<file path="config.mk">
export PLATFORM = sky130hd
export DESIGN_NAME = idu_ir_freelist_flat
export DESIGN_NICKNAME = d
export VERILOG_FILES = /design/src/rtl/idu_ir_freelist_if.sv /design/src/rtl/idu_ir_freelist.sv /design/src/flat_wrapper.sv
export SDC_FILE = /design/constraint.sdc
export NUM_CORES = 1
export LEC_CHECK = 0
export CAP_MARGIN = 15
export CELL_PAD_IN_SITES_DETAIL_PLACEMENT = 0
export CELL_PAD_IN_SITES_GLOBAL_PLACEMENT = 1
export CORE_UTILIZATION = 50
export DETAILED_ROUTE_END_ITERATION = 10
export GPL_TIMING_DRIVEN = 0
export MAX_ROUTING_LAYER = met4
export PLACE_DENSITY = 0.87
export RECOVER_POWER = 100
export SLEW_MARGIN = 10
export SYNTH_ARGS = -nofsm -noshare
export SYNTH_HDL_FRONTEND = slang
export SYNTH_SLANG_ARGS = --single-unit
</file>
<file path="constraint.sdc">
create_clock -name clk -period 7 [get_ports clk]
set_input_delay 1.4 -clock clk [delete_from_list [all_inputs] [get_ports clk]]
set_output_delay 1.4 -clock clk [all_outputs]
set_load 0.005 [all_outputs]
</file>
<file path="src/rtl/idu_ir_freelist_if.sv">
// idu_ir_freelist_if: rename allocation and RTU retire/release signals
//    master: rename/RTU side drives alloc_req, rtu_retire_vld, rtu_release_vld, rtu_release_preg
//    slave:  free list drives alloc_vld, alloc_preg
interface idu_ir_freelist_if #(parameter int PREG_W = 6);
   logic              alloc_req;
   logic              alloc_vld;
   logic [PREG_W-1:0] alloc_preg;
   logic              rtu_retire_vld;
   logic              rtu_release_vld;
   logic [PREG_W-1:0] rtu_release_preg;
   modport master (output alloc_req, rtu_retire_vld, rtu_release_vld, rtu_release_preg,
                   input alloc_vld, alloc_preg);
   modport slave (input alloc_req, rtu_retire_vld, rtu_release_vld, rtu_release_preg,
                  output alloc_vld, alloc_preg);
endinterface

</file>
<file path="src/rtl/idu_ir_freelist.sv">
// idu_ir_freelist: physical-register free list with committed pointer for one-cycle flush recovery
//    clk, rst_clk (sync, active-high), rtu_global_flush, y_idu_ir_stall_ctrl
//    fl: alloc_req/alloc_vld/alloc_preg, rtu_retire_vld, rtu_release_vld/rtu_release_preg
//    freelist_empty, freelist_cnt (0..FL_DEPTH), overflow_err (sticky)
//    Optional macro IDU_FREELIST_EMPTY_BYPASS_EN: forward a release straight to allocation when empty
module idu_ir_freelist #(
   parameter int PREG_NUM = 64,
   parameter int PREG_W   = 6,
   parameter int ARCH_NUM = 32,
   parameter int FL_DEPTH = 32,
   parameter int PTR_W    = 5
) (
   input  logic             clk,
   input  logic             rst_clk,
   input  logic             rtu_global_flush,
   input  logic             y_idu_ir_stall_ctrl,
   idu_ir_freelist_if.slave fl,
   output logic             freelist_empty,
   output logic [PTR_W:0]   freelist_cnt,
   output logic             overflow_err
);
   logic [PREG_W-1:0] mem [FL_DEPTH];
   logic [PTR_W:0]    rd_ptr, wr_ptr, cmt_ptr, cmt_ptr_next;
   logic              grant, byp, full, wr_en;

   assign freelist_cnt   = wr_ptr - rd_ptr;
   assign freelist_empty = wr_ptr == rd_ptr;
   // count never exceeds FL_DEPTH, so its top bit alone means full
   assign full           = freelist_cnt[PTR_W];
   assign wr_en          = fl.rtu_release_vld & ~full;

   always_comb begin
      grant = fl.alloc_req & ~y_idu_ir_stall_ctrl & ~rtu_global_flush & ~rst_clk;
`ifdef IDU_FREELIST_EMPTY_BYPASS_EN
      byp = grant & freelist_empty & fl.rtu_release_vld;
`else
      byp = 1'b0;
`endif
      fl.alloc_vld  = grant & (~freelist_empty | byp);
      fl.alloc_preg = byp ? fl.rtu_release_preg : mem[rd_ptr[PTR_W-1:0]];
      // a retire with nothing speculatively allocated is illegal and is ignored
      cmt_ptr_next  = cmt_ptr + (PTR_W+1)'(fl.rtu_retire_vld & (cmt_ptr != rd_ptr));
   end

   always_ff @(posedge clk) begin
      if (rst_clk) begin
         rd_ptr       <= '0;
         cmt_ptr      <= '0;
         wr_ptr       <= (PTR_W+1)'(FL_DEPTH);
         overflow_err <= 1'b0;
         for (int i = 0; i < FL_DEPTH; i++) mem[i] <= PREG_W'((ARCH_NUM + i) % PREG_NUM);
      end else begin
         rd_ptr       <= rtu_global_flush ? cmt_ptr_next : rd_ptr + (PTR_W+1)'(fl.alloc_vld);
         cmt_ptr      <= cmt_ptr_next;
         overflow_err <= overflow_err | (fl.rtu_release_vld & full);
         if (wr_en) begin
            mem[wr_ptr[PTR_W-1:0]] <= fl.rtu_release_preg;
            wr_ptr                 <= wr_ptr + (PTR_W+1)'(1);
         end
      end
   end
endmodule

</file>
<file path="src/flat_wrapper.sv">
// flat-port wrapper written by rule: the top's interface ports become plain ports
module idu_ir_freelist_flat 
#(
   parameter int PREG_NUM = 64,
   parameter int PREG_W   = 6,
   parameter int ARCH_NUM = 32,
   parameter int FL_DEPTH = 32,
   parameter int PTR_W    = 5
)
  (clk, rst_clk, rtu_global_flush, y_idu_ir_stall_ctrl, freelist_empty, freelist_cnt, overflow_err, fl_alloc_req, fl_rtu_retire_vld, fl_rtu_release_vld, fl_rtu_release_preg, fl_alloc_vld, fl_alloc_preg);
  idu_ir_freelist_if #(.PREG_W(PREG_W)) fl_i ();
  input  logic clk;
  input  logic rst_clk;
  input  logic rtu_global_flush;
  input  logic y_idu_ir_stall_ctrl;
  output logic freelist_empty;
  output logic [PTR_W:0] freelist_cnt;
  output logic overflow_err;
  input wire logic [$bits(fl_i.alloc_req)-1:0] fl_alloc_req;
  input wire logic [$bits(fl_i.rtu_retire_vld)-1:0] fl_rtu_retire_vld;
  input wire logic [$bits(fl_i.rtu_release_vld)-1:0] fl_rtu_release_vld;
  input wire logic [$bits(fl_i.rtu_release_preg)-1:0] fl_rtu_release_preg;
  output wire logic [$bits(fl_i.alloc_vld)-1:0] fl_alloc_vld;
  output wire logic [$bits(fl_i.alloc_preg)-1:0] fl_alloc_preg;
  assign fl_i.alloc_req = fl_alloc_req;
  assign fl_i.rtu_retire_vld = fl_rtu_retire_vld;
  assign fl_i.rtu_release_vld = fl_rtu_release_vld;
  assign fl_i.rtu_release_preg = fl_rtu_release_preg;
  assign fl_alloc_vld = fl_i.alloc_vld;
  assign fl_alloc_preg = fl_i.alloc_preg;
  idu_ir_freelist #(.PREG_NUM(PREG_NUM), .PREG_W(PREG_W), .ARCH_NUM(ARCH_NUM), .FL_DEPTH(FL_DEPTH), .PTR_W(PTR_W)) u_core (.clk(clk), .rst_clk(rst_clk), .rtu_global_flush(rtu_global_flush), .y_idu_ir_stall_ctrl(y_idu_ir_stall_ctrl), .fl(fl_i), .freelist_empty(freelist_empty), .freelist_cnt(freelist_cnt), .overflow_err(overflow_err));
endmodule
</file>
After elaboration in Yosys (flattened, before gate mapping):

Memories as Yosys holds them, arrays and structs flattened. A register that Yosys moved wholly into a read port is not among the register bits.
Index checks and enable logic that the tools add are counted.

* flip-flop bits (word level): 19
* bits in latches: 0
* bits in writable memories: 192
* bits in read-only memories: 0
* bits of input ports: 13
* output and inout port bits: 15
* logic and storage cells: 35
* memories: 1

Memory list
* u_core.mem: depth 32, width 6, rd ports 1, clocked after Yosys merged registers in 1, wr ports 32, RTL line idu_ir_freelist.sv:22 `logic [PREG_W-1:0] mem [FL_DEPTH];`

* add/subtract/negate cells: 4
* multipliers: 0
* div/mod/pow operators: 0
* magnitude comparators: 0
* equal/unequal tests: 2
* shift operators: 0
* muxes and demuxes: 10
* bitwise logic cells: 13
* reduce and logical (&&, ||, !) cells: 1

Operators by type and width (count)
* two-way mux 6 bit: 2
* two-way mux 5 bit: 2
* bitwise AND 1 bit: 7
* adder 6 x 1 -> 6 bit: 1
* adder 6 x 1 -> 6 bit (second input constant): 1
* adder 6 bit: 1
* equality test 6 bit: 1
* two-way mux 1 bit: 6
* != test 6 bit: 1
* OR reduction 6 bit: 1
* subtractor 6 bit: 1
* inverter 1 bit: 5
* bitwise OR 1 bit: 1

Logic depth before layout (Yosys ltp):

Gate-level depths: netlist of run 1.

* depth in word-level cells: 8
* mapped depth: 12
* mapped depth without buffers: 10

Least setup slack after synthesis of run 1:

OpenSTA, ideal clock, no wires.

* path type: input-to-output
* start: input port rtu_global_flush
* end: output port fl_alloc_vld
* arrival: 2196 ps
* setup slack: 3404 ps
* stages: 3
* path buffers: 1
* cells stage by stage: clkbuf_1 nor2_1 nor4bb_1

* word-level cells in the longest chain between the ends: 4

Ends and longest elaborated chain
* start: declaration: RTL line flat_wrapper.sv:14 `input logic rtu_global_flush;`
* inverter 1 bit: RTL line idu_ir_freelist.sv:33 `grant = fl.alloc_req & ~y_idu_ir_stall_ctrl & ~rtu_global_flush & ~rst_clk;`
* bitwise AND 1 bit (2 in a row): RTL line idu_ir_freelist.sv:33
* bitwise AND 1 bit: RTL line idu_ir_freelist.sv:39 `fl.alloc_vld = grant & (~freelist_empty | byp);`
* end: declaration: RTL line flat_wrapper.sv:23 `output wire logic [$bits(fl_i.alloc_vld)-1:0] fl_alloc_vld;`

No other way between the ends.

==> flow_metrics.env, run 1 <==
export IMPL_area_growth_pct=12.46
export IMPL_p_int_mw=2.369
export IMPL_violations="capacitance limit, slew limit"
export IMPL_layout_drive_gt1_share=0.1086
export IMPL_nNetsFinal=866
export IMPL_post_drt_wl_per_cell_um=26.59
export IMPL_syn_nets=817
export IMPL_clock_sinks=211
export IMPL_grt_max_degree=15
export IMPL_regToRegEndpoint="u_core.mem[2][1]"
export IMPL_cpMostUsedCell="clkbuf_1"
export IMPL_dp_slack_ps=2120
export IMPL_routed_wl_um=29800
export IMPL_clock_latency_ps=530
export IMPL_cp_slowest_stage_delay_ps=830
export IMPL_min_period_ps=5811
export IMPL_crit_fanout=10
export IMPL_grt_pass1_vias=6843
export IMPL_slew_headroom=-0.6259
export IMPL_critPathRequiredTime_ps=5600
export IMPL_fmax_mhz=172.1
export IMPL_setup_tns_ps=0
export IMPL_fin_crit_sh=0.8302
export IMPL_gp_congestion=0.9399
export IMPL_async_reset_ff_frac=0
export IMPL_r2r_slack_ps=2020
export IMPL_clkPwrFrac=0.407
export IMPL_cp_end_kind="primary output"
export IMPL_slowest_stage="clkbuf_1"
export IMPL_yosysTopAreaCell="edfxtp_1"
export IMPL_io_pins=28
export IMPL_arrival_ps=4410
export IMPL_synthTopCellsByCount="edfxtp_1 (192), nand2_1 (139), nor2_1 (125)"
export IMPL_finalHoldViolations=0
export IMPL_postCtsHoldBufs=0
export IMPL_hpwl_um=20680
export IMPL_path_class="reg -> out"
export IMPL_p_sw_mw=0.8127
export IMPL_rows=51
export IMPL_yosysSeqAreaShare=0.6070
export IMPL_n_antenna_cell=0
export IMPL_die_y_um=144.3
export IMPL_htreeDepth=1
export IMPL_peakVddDrop_mv=0.1694
export IMPL_setup_viol=0
export IMPL_start_util=0.5152
export IMPL_worst_slack_ps=1189
export IMPL_tritoncts="built"
export IMPL_cts_root_buf="clkbuf_16"
export IMPL_drtIter0Drc=858
export IMPL_coreArea_um2=19650
export IMPL_power_density_nw_per_um2=279.4
export IMPL_clk_pin_slew_ps=60
export IMPL_syn_area_um2=10120
export IMPL_holdPathEnd="u_core.overflow_err"
export IMPL_maxCapViolCount=1
export IMPL_min_path_cells=2
export IMPL_status="finished, violations left"
export IMPL_r2r_start="u_core.rd_ptr[1]"
export IMPL_yosysMostFrequentCell="edfxtp_1"
export IMPL_p_comb_frac=0.149
export IMPL_finalPower_mw=3.181
export IMPL_die_area_um2=20820
export IMPL_startpoint_type="flip-flop"
export IMPL_synth_flop_cell="edfxtp_1"
export IMPL_cts_resized=0
export IMPL_ys_types=56
export IMPL_synthCells=790
export IMPL_hold_path_class="reg -> reg"
export IMPL_min_from="u_core.overflow_err"
export IMPL_ys_ff_latch=211
export IMPL_finalMaxSlewViolations=9
export IMPL_rsz0062_at_grt="no"
export IMPL_synthTopCellsByArea="edfxtp_1 (57%), mux4_2 (8.5%), nand2_1 (5.2%), nor2_1 (4.6%), dfxtp_1 (3.8%)"
export IMPL_leakage_nw=3.402
export IMPL_syn_avg_cell_area_um2=12.82
export IMPL_grt_pass1_wl_um=43250
export IMPL_skew_ps=18.87
export IMPL_cts_setup_buffers=0
export IMPL_vias=7061
export IMPL_swShare=0.2555
export IMPL_drcViolationCount=0
export IMPL_cts_buffer_depth=3
export IMPL_gr_total_overflow=0
export IMPL_vias_per_cell=6.299
export IMPL_cts_buffers=23
export IMPL_grt_usage=0.3075
export IMPL_yosysTopAreaCellShare=0.5695
export IMPL_p_seq_frac=0.444
export IMPL_yosys_warnings=0
export IMPL_ant_nets=0
export IMPL_antenna_found_initial=0
export IMPL_fp_dieW_um=144.3
export IMPL_drtPass1Iterations=6
export IMPL_worstMarginPinSlew_ps=2377
export IMPL_reg2regPathDepth=9
export IMPL_path_cells="buf_2, clkbuf_1, clkbuf_1, buf_4, mux2i_1, o221ai_1, a211oi_1, a21oi_1, dlygate4sd3_1"
export IMPL_portBuffers=22
export IMPL_synth_edff_count=192
-- per-layer routing --
layer | share of wire | global-route usage | wire length, µm | vias to the layer above
met2 | 0.47 | 0.4785 | 13930 | 439
met3 | 0.11 | 0.07384 | 3142 | 78
met4 | 0.042 | 0.1169 | 1251 | 0
met1 | 0.39 | 0.3913 | 11480 | 3506
met5 | 0 | - | 0 | -
li1 | - | - | - | 3038
-- registers in the layout, summed over array words and instances, names as in the netlist --
signal and count:
u_core.mem 192, u_core.cmt_ptr 6, u_core.rd_ptr 6, u_core.wr_ptr 6, u_core.overflow_err 1
-- worst max path at each step --
stage	from	end	slack, ps	cells after the start
floorplan	rtu_global_flush	fl_alloc_vld	3400	3
global route	u_core.rd_ptr[0]	fl_alloc_preg[1]	860	9
global placement	rst_clk	fl_alloc_vld	2140	5
detailed placement	rst_clk	fl_alloc_vld	2120	5
finish	u_core.rd_ptr[0]	fl_alloc_preg[1]	1190	9
CTS	u_core.rd_ptr[4]	freelist_cnt[5]	1870	8
-- layout make-up --
class | instances | area, µm²
timing repair buffer | 24 | 242.7
inverter | 10 | 37.54
fill | 1655 | 8268
tap | 265 | 331.6
buffer | 56 | 227.7
sequential | 211 | 6146
clock buffer | 25 | 583.1
multi-input combinational | 513 | 3597
clock inverter | 17 | 220.2
-- worst max-delay path: cells and delay by family, from the launching register on --
family	cells	cell delay (ps)
buffers and inverters	5	2730
flip-flops	1	380
multiplexers	1	210
AO/OA/AOI/OAI	3	570
-- cells by family (layout without fill, tap and decap cells) --
| kind of cell | Yosys count | count (layout) | share of synthesized area |
|---|---|---|---|
| AOI/OAI and AO/OA | 113 | 113 | 0.09528 |
| xor gates and xnor gates | 20 | 20 | 0.01804 |
| adders and majority gates | 14 | 14 | 0.01804 |
| buffers and inverters | 66 | 132 | 0.02966 |
| DFF | 211 | 211 | 0.6070 |
| muxes | 65 | 65 | 0.1116 |
| and+or+nand+nor | 301 | 301 | 0.1204 |
-- placed cells by master, fill, tap and decap left out, drive strengths merged, types with 11 or more instances in the layout --
| cell | Yosys | final |
|---|---|---|
| a211oi | 13 | 13 |
| nand2 | 139 | 139 |
| clkdlybuf4s50 | 0 | 11 |
| edfxtp | 192 | 192 |
| mux2i | 24 | 24 |
| clkbuf | 22 | 64 |
| buf | 34 | 19 |
| mux4 | 38 | 38 |
| nor2b | 14 | 14 |
| dfxtp | 19 | 19 |
| xnor2 | 13 | 13 |
| ha | 13 | 13 |
| a21oi | 18 | 18 |
| a31o | 16 | 16 |
| dlygate4sd3 | 0 | 11 |
| a41o | 12 | 12 |
| o221ai | 11 | 11 |
| nor2 | 125 | 125 |
-- power by group through the flow --
| stage | Clock (mW) | Sequential [mW] | Combinational, mW |
|---|---|---|---|
| global route | 1.34 | 1.41 | 0.503 |
| global placement | 0 | 1.44 | 0.483 |
| floorplan | 0 | 1.43 | 0.312 |
| finish | 1.29 | 1.41 | 0.474 |
| detailed placement | 0 | 1.44 | 0.489 |
| CTS | 1.29 | 1.41 | 0.491 |
-- stage by stage --
step / instances / utilization / cell area, µm² / hold slack, ps
6_report: 1121 / 0.5793 / 11390 / 481.0
5_1_grt: 1121 / 0.5793 / 11390 / 524.4
4_1_cts: 1119 / 0.5841 / 11480 / 492.8
3_5_place_dp: 1077 / 0.5432 / 10680 / 474.5
3_3_place_gp: 1077 / 0.5432 / 10680 / 470.5
2_1_floorplan: 790 / - / 10120 / 460.5
Power figures use the tool's default switching activity.
==> run 2, diff against run 1 <==
--- a/config.mk
+++ b/config.mk
@@ -8,11 +8,11 @@
 export CAP_MARGIN = 15
 export CELL_PAD_IN_SITES_DETAIL_PLACEMENT = 0
 export CELL_PAD_IN_SITES_GLOBAL_PLACEMENT = 1
-export CORE_UTILIZATION = 50
+export CORE_UTILIZATION = 46
 export DETAILED_ROUTE_END_ITERATION = 10
 export GPL_TIMING_DRIVEN = 0
 export MAX_ROUTING_LAYER = met4
-export PLACE_DENSITY = 0.87
+export PLACE_DENSITY = 0.84
 export RECOVER_POWER = 100
 export SLEW_MARGIN = 10
 export SYNTH_ARGS = -nofsm -noshare
==> constraint.sdc (replaced) <==
create_clock -name clk -period 4.71 [get_ports clk]
set_input_delay 0.942 -clock clk [delete_from_list [all_inputs] [get_ports clk]]
set_output_delay 0.942 -clock clk [all_outputs]
set_load 0.005 [all_outputs]
==> run 2 against run 1 <==
  * The run still ends with capacitance limit, slew limit left
  * Total power rose by 45%
  * First-iteration DRC count up 2.8%
  * Clock power increased by 39%
  * Largest cell class unchanged
==> flow_metrics.env, run 2 (synthesized netlist as in run 1, its figures left out) <==
export IMPL_leakage_nw=3.399
export IMPL_rows=53
export IMPL_fin_crit_sh=0.9592
export IMPL_slew_headroom=-0.1299
export IMPL_gr_total_overflow=0
export IMPL_postCtsHoldBufs=0
export IMPL_p_seq_frac=0.456
export IMPL_vias=7085
export IMPL_finalMaxSlewViolations=9
export IMPL_gp_congestion=0.9310
export IMPL_area_growth_pct=12.37
export IMPL_cts_buffer_depth=3
export IMPL_htreeDepth=1
export IMPL_grt_usage=0.2807
export IMPL_fmax_mhz=221.3
export IMPL_swShare=0.2586
export IMPL_hpwl_um=20880
export IMPL_io_pins=28
export IMPL_setup_tns_ps=0
export IMPL_min_period_ps=4518
export IMPL_slowest_stage="clkdlybuf4s50_1"
export IMPL_drtIter0Drc=882
export IMPL_post_drt_wl_per_cell_um=26.30
export IMPL_hold_path_class="reg -> reg"
export IMPL_largest_reg_flops=192
export IMPL_startpoint_type="flip-flop"
export IMPL_ant_nets=0
export IMPL_r2r_start="u_core.rd_ptr[1]"
export IMPL_min_path_cells=2
export IMPL_clock_sinks=211
export IMPL_grt_max_degree=14
export IMPL_clkPwrFrac=0.389
export IMPL_finalHoldViolations=0
export IMPL_die_y_um=150.4
export IMPL_skew_ps=11.13
export IMPL_path_cells="clkbuf_1, buf_2, inv_1, nand3_1, clkbuf_1, o221ai_1, a211oi_1, a21oi_1, clkdlybuf4s50_1"
export IMPL_critPathRequiredTime_ps=3770
export IMPL_regToRegEndpoint="u_core.mem[14][2]"
export IMPL_drtPass1Iterations=6
export IMPL_dp_cells=1087
export IMPL_cpMostUsedCell="clkbuf_1"
export IMPL_n_antenna_cell=0
export IMPL_cp_end_kind="primary output"
export IMPL_violations="capacitance limit, slew limit"
export IMPL_reg2regPathDepth=11
export IMPL_clock_latency_ps=510
export IMPL_die_area_um2=22610
export IMPL_worstMarginPinSlew_ps=1691
export IMPL_p_int_mw=3.415
export IMPL_rsz0062_at_grt="no"
export IMPL_drcViolationCount=0
export IMPL_r2r_slack_ps=230
export IMPL_cts_root_buf="clkbuf_16"
export IMPL_nNetsFinal=867
export IMPL_antenna_found_initial=0
export IMPL_coreArea_um2=21290
export IMPL_cp_slowest_stage_delay_ps=470
export IMPL_grt_pass1_wl_um=43340
export IMPL_portBuffers=22
export IMPL_maxCapViolCount=1
export IMPL_routed_wl_um=29750
export IMPL_layout_commonest_cell="edfxtp_1"
export IMPL_cp_top_family="buffers and inverters"
export IMPL_setup_viol=0
export IMPL_p_comb_frac=0.155
export IMPL_largest_register="u_core.mem"
export IMPL_status="finished, violations left"
export IMPL_vias_per_cell=6.264
export IMPL_mostFrequentLayoutCells="edfxtp_1 (192), nand2_1 (139), nor2_1 (125)"
export IMPL_power_density_nw_per_um2=404.8
export IMPL_min_from="u_core.overflow_err"
export IMPL_grt_pass1_vias=6808
export IMPL_fp_dieW_um=150.4
export IMPL_path_buf_inv=5
export IMPL_clk_pin_slew_ps=60
export IMPL_final_cells=1131
export IMPL_crit_fanout=10
export IMPL_p_sw_mw=1.191
export IMPL_tritoncts="built"
export IMPL_start_util=0.4756
export IMPL_holdPathEnd="u_core.overflow_err"
export IMPL_peakVddDrop_mv=0.2290
export IMPL_path_class="reg -> out"
export IMPL_arrival_ps=3580
export IMPL_fillCellCount=1778
export IMPL_layout_drive_gt1_share=0.1145
export IMPL_cts_buffers=23
[run 2: cell types whose count changed in the layout (fill, tap and decap cells not counted), moves of 3 or more]
cell             change
dlygate4sd3_1        -3
a31o_1               -3
a31o_2               +3
buf_4                +3
clkdlybuf4s50_1      +3
[run 2: layer usage]
layer  part of all wire  wire length (µm)  track usage
met1               0.38             11450       0.3614
met2               0.47             13880       0.4304
met3               0.11              3225      0.06333
met4              0.040              1199       0.1141
met5                  0                 0            -
[run 2: repair_timing]
item	4_1_cts	5_1_grt
buffers inserted	0	0
setup endpoints to repair	0	5
resized for setup	0	6
[run 2: power by group through the flow]
stage               Sequential (mW)  Combinational, mW  Clock [mW]
global placement               2.14              0.717           0
CTS                            2.10              0.729        1.79
finish                         2.10              0.715        1.79
floorplan                      2.13              0.463           0
global route                   2.10              0.756        1.86
detailed placement             2.14              0.725           0
[run 2: worst max-delay path by stage]
stage	from	to	slack, ps	cells after the start
after floorplan	u_core.rd_ptr[1]	u_core.mem[20][0]	1750	11
after global placement	u_core.rd_ptr[1]	fl_alloc_preg[1]	680	7
after detailed placement	u_core.rd_ptr[1]	fl_alloc_preg[0]	650	7
after CTS	u_core.rd_ptr[1]	fl_alloc_preg[1]	100	7
after global routing	u_core.rd_ptr[1]	fl_alloc_preg[0]	30	9
final	u_core.rd_ptr[1]	fl_alloc_preg[0]	190	9
[run 2: layout make-up]
type | instances | area [µm²] | share of cell area
clock buffer | 27 | 590.6 | 0.05191
clock inverter | 14 | 143.9 | 0.01265
timing repair buffer | 25 | 250.2 | 0.02199
multi-input combinational | 513 | 3621 | 0.3183
tap | 275 | 344.1 | 0.03024
buffer | 56 | 240.2 | 0.02112
inverter | 10 | 41.29 | 0.003629
sequential | 211 | 6146 | 0.5402
[run 2: through the flow]
stage	cell area (µm²)	hold WS [ps]	utilization	worst slack (ps)	power [mW]
floorplan	10120	460.5	-	1746	2.594
global placement	10690	476.8	0.5021	675.6	2.854
detailed placement	10690	512.4	0.5021	647.0	2.863
CTS	11420	525.6	0.5366	99.24	4.621
global route	11380	559.9	0.5345	30.21	4.719
finish	11380	511.1	0.5345	192.1	4.606
[run 2: tightest hold or removal path: stages, from the launching register on]
cell	delay (ps)
dfxtp_1	340
a31oi_1	50
nor2_1	80
==> run 3, diff against run 2 <==
--- a/config.mk
+++ b/config.mk
@@ -8,11 +8,11 @@
 export CAP_MARGIN = 15
 export CELL_PAD_IN_SITES_DETAIL_PLACEMENT = 0
 export CELL_PAD_IN_SITES_GLOBAL_PLACEMENT = 1
-export CORE_UTILIZATION = 46
+export CORE_UTILIZATION = 50
 export DETAILED_ROUTE_END_ITERATION = 10
 export GPL_TIMING_DRIVEN = 0
 export MAX_ROUTING_LAYER = met4
-export PLACE_DENSITY = 0.84
+export PLACE_DENSITY = 0.87
 export RECOVER_POWER = 100
 export SLEW_MARGIN = 10
 export SYNTH_ARGS = -nofsm -noshare
==> constraint.sdc (replaced) <==
create_clock -name clk -period 5.4 [get_ports clk]
set_input_delay 1.08 -clock clk [delete_from_list [all_inputs] [get_ports clk]]
set_output_delay 1.08 -clock clk [all_outputs]
set_load 0.005 [all_outputs]
==> run 3 against run 2 <==
  * The flow still finishes with violations (capacitance limit, slew limit)
  * Die area down 7.9%
  * Largest cell class unchanged
  * Highest routed layer unchanged
  * Clock power down 6%
  * Routed wire length up 0.11%
  * Global-route usage up 2.7 points
  * Core utilization up 4.5 points
  * Via count down 0.32%
==> flow_metrics.env, run 3 (synthesized netlist as in run 1, its figures left out) <==
export IMPL_routed_wl_um=29780
export IMPL_grt_max_degree=15
export IMPL_gp_congestion=0.9399
export IMPL_n_antenna_cell=0
export IMPL_cp_slowest_stage_delay_ps=730
export IMPL_slowest_stage="clkbuf_1"
export IMPL_mostFrequentLayoutCells="edfxtp_1 (192), nand2_1 (139), nor2_1 (125)"
export IMPL_clk_pin_slew_ps=60
export IMPL_ant_nets=0
export IMPL_cts_setup_buffers=0
export IMPL_fin_crit_sh=0.9245
export IMPL_violations="capacitance limit, slew limit"
export IMPL_post_drt_wl_per_cell_um=26.57
export IMPL_rows=51
export IMPL_layout_drive_gt1_share=0.1121
export IMPL_cts_resized=0
export IMPL_grt_pass1_vias=6843
export IMPL_setup_tns_ps=0
export IMPL_drtPass1Iterations=7
export IMPL_hpwl_um=20680
export IMPL_path_cells="clkbuf_1, buf_2, clkbuf_1, mux4_2, a211oi_1, a21oi_1, dlygate4sd3_1"
export IMPL_tritoncts="built"
export IMPL_min_period_ps=4992
export IMPL_whs_ps=481.1
export IMPL_grt_pass1_wl_um=43250
export IMPL_finalMaxSlewViolations=9
export IMPL_critPathCapture="fl_alloc_preg[0]"
export IMPL_finalPower_mw=4.127
export IMPL_worstMarginPinSlew_ps=2386
export IMPL_coreArea_um2=19650
export IMPL_portBuffers=22
export IMPL_drtIter0Drc=882
export IMPL_startpoint_type="flip-flop"
export IMPL_maxCapViolCount=1
export IMPL_clock_latency_ps=520
export IMPL_nNetsFinal=866
export IMPL_start_util=0.5152
export IMPL_path_buf_inv=4
export IMPL_die_y_um=144.3
export IMPL_cpMostUsedCell="clkbuf_1"
export IMPL_regToRegEndpoint="u_core.mem[2][1]"
export IMPL_power_density_nw_per_um2=362.1
export IMPL_crit_fanout=10
export IMPL_vias=7062
export IMPL_layout_commonest_cell="edfxtp_1"
export IMPL_rsz0062_at_grt="no"
export IMPL_cts_root_buf="clkbuf_16"
export IMPL_slew_headroom=-0.6316
export IMPL_arrival_ps=3910
export IMPL_io_pins=28
export IMPL_peakVddDrop_mv=0.2196
export IMPL_grt_usage=0.3075
export IMPL_vias_per_cell=6.300
export IMPL_critPathRequiredTime_ps=4320
export IMPL_area_growth_pct=12.54
export IMPL_r2r_start="u_core.rd_ptr[4]"
export IMPL_die_area_um2=20820
export IMPL_drcViolationCount=0
export IMPL_r2r_slack_ps=560
export IMPL_cts_buffers=23
export IMPL_cp_top_family="buffers and inverters"
export IMPL_htreeDepth=1
export IMPL_status="finished, violations left"
export IMPL_fmax_mhz=200.3
export IMPL_crit_start="u_core.rd_ptr[1]"
export IMPL_setup_viol=0
export IMPL_leakage_nw=3.411
export IMPL_gr_total_overflow=0
export IMPL_reg2regPathDepth=8
export IMPL_crit_cells=7
export IMPL_cts_buffer_depth=3
export IMPL_hold_path_class="reg -> reg"
export IMPL_postCtsHoldBufs=0
export IMPL_skew_ps=16.10
export IMPL_clock_sinks=211
export IMPL_cp_end_kind="primary output"
export IMPL_largest_register="u_core.mem"
export IMPL_antenna_found_initial=0
export IMPL_finalHoldViolations=0
export IMPL_largest_reg_flops=192
export IMPL_path_class="reg -> out"
export IMPL_fp_dieW_um=144.3
## run 3: changes by cell type in the layout (fill, tap and decap cells not counted), sizes merged
cell and delta:
dlygate4sd3 +6, clkdlybuf4s50 -6, clkbuf -3, clkinv -1, clkinvlp +2, bufinv +2
## run 3: worst min path at each step
stage / start / to / slack [ps] / cells after the start
final: u_core.overflow_err / u_core.overflow_err / 480 / 2
after global routing: u_core.overflow_err / u_core.overflow_err / 520 / 2
after CTS: u_core.overflow_err / u_core.overflow_err / 490 / 2
after detailed placement: u_core.overflow_err / u_core.overflow_err / 470 / 2
after global placement: u_core.overflow_err / u_core.overflow_err / 470 / 2
after floorplan: u_core.overflow_err / u_core.overflow_err / 460 / 2
## run 3: stage by stage
| stage | cell area, µm² | setup WS [ps] | cells | util |
|---|---|---|---|---|
| floorplan | 10120 | 2344 | 790 | - |
| global placement | 10680 | 1159 | 1077 | 0.5432 |
| detailed placement | 10680 | 1108 | 1077 | 0.5432 |
| CTS | 11480 | 586.9 | 1119 | 0.5841 |
| global route | 11390 | 312.3 | 1121 | 0.5798 |
| finish | 11390 | 407.9 | 1121 | 0.5798 |
## run 3: cell type report
| type | instances | area, µm² |
|---|---|---|
| Buffer | 56 | 232.7 |
| Clock buffer | 25 | 583.1 |
| Clock inverter | 17 | 220.2 |
| Fill cell | 1654 | 8259 |
| Inverter | 10 | 37.54 |
| Multi-Input combinational cell | 513 | 3601 |
| Sequential cell | 211 | 6146 |
| Tap cell | 265 | 331.6 |
| Timing Repair Buffer | 24 | 242.7 |
## run 3: worst register-to-register path: cells and delay by family (launching register included)
family / cells / cell delay [ps]
compound gates: 3 / 2500
fa+ha+maj: 1 / 530
buf+inv: 2 / 910
flops: 1 / 300
simple gates: 2 / 270
## run 3: metal layers
metal	vias up	track usage	wire length, µm
li1	3041	-	-
met1	3506	0.3913	11450
met2	428	0.4785	13840
met3	87	0.07384	3182
met4	0	0.1169	1309
met5	-	-	0
## run 3: report_power, final
part           leakage [nW]  total [mW]  internal (mW)  switching, mW
combinational          1.29       0.615          0.234          0.381
sequential             1.74        1.83           1.81         0.0167
clock                 0.382        1.68           1.02          0.659
total                  3.41        4.13           3.07           1.06
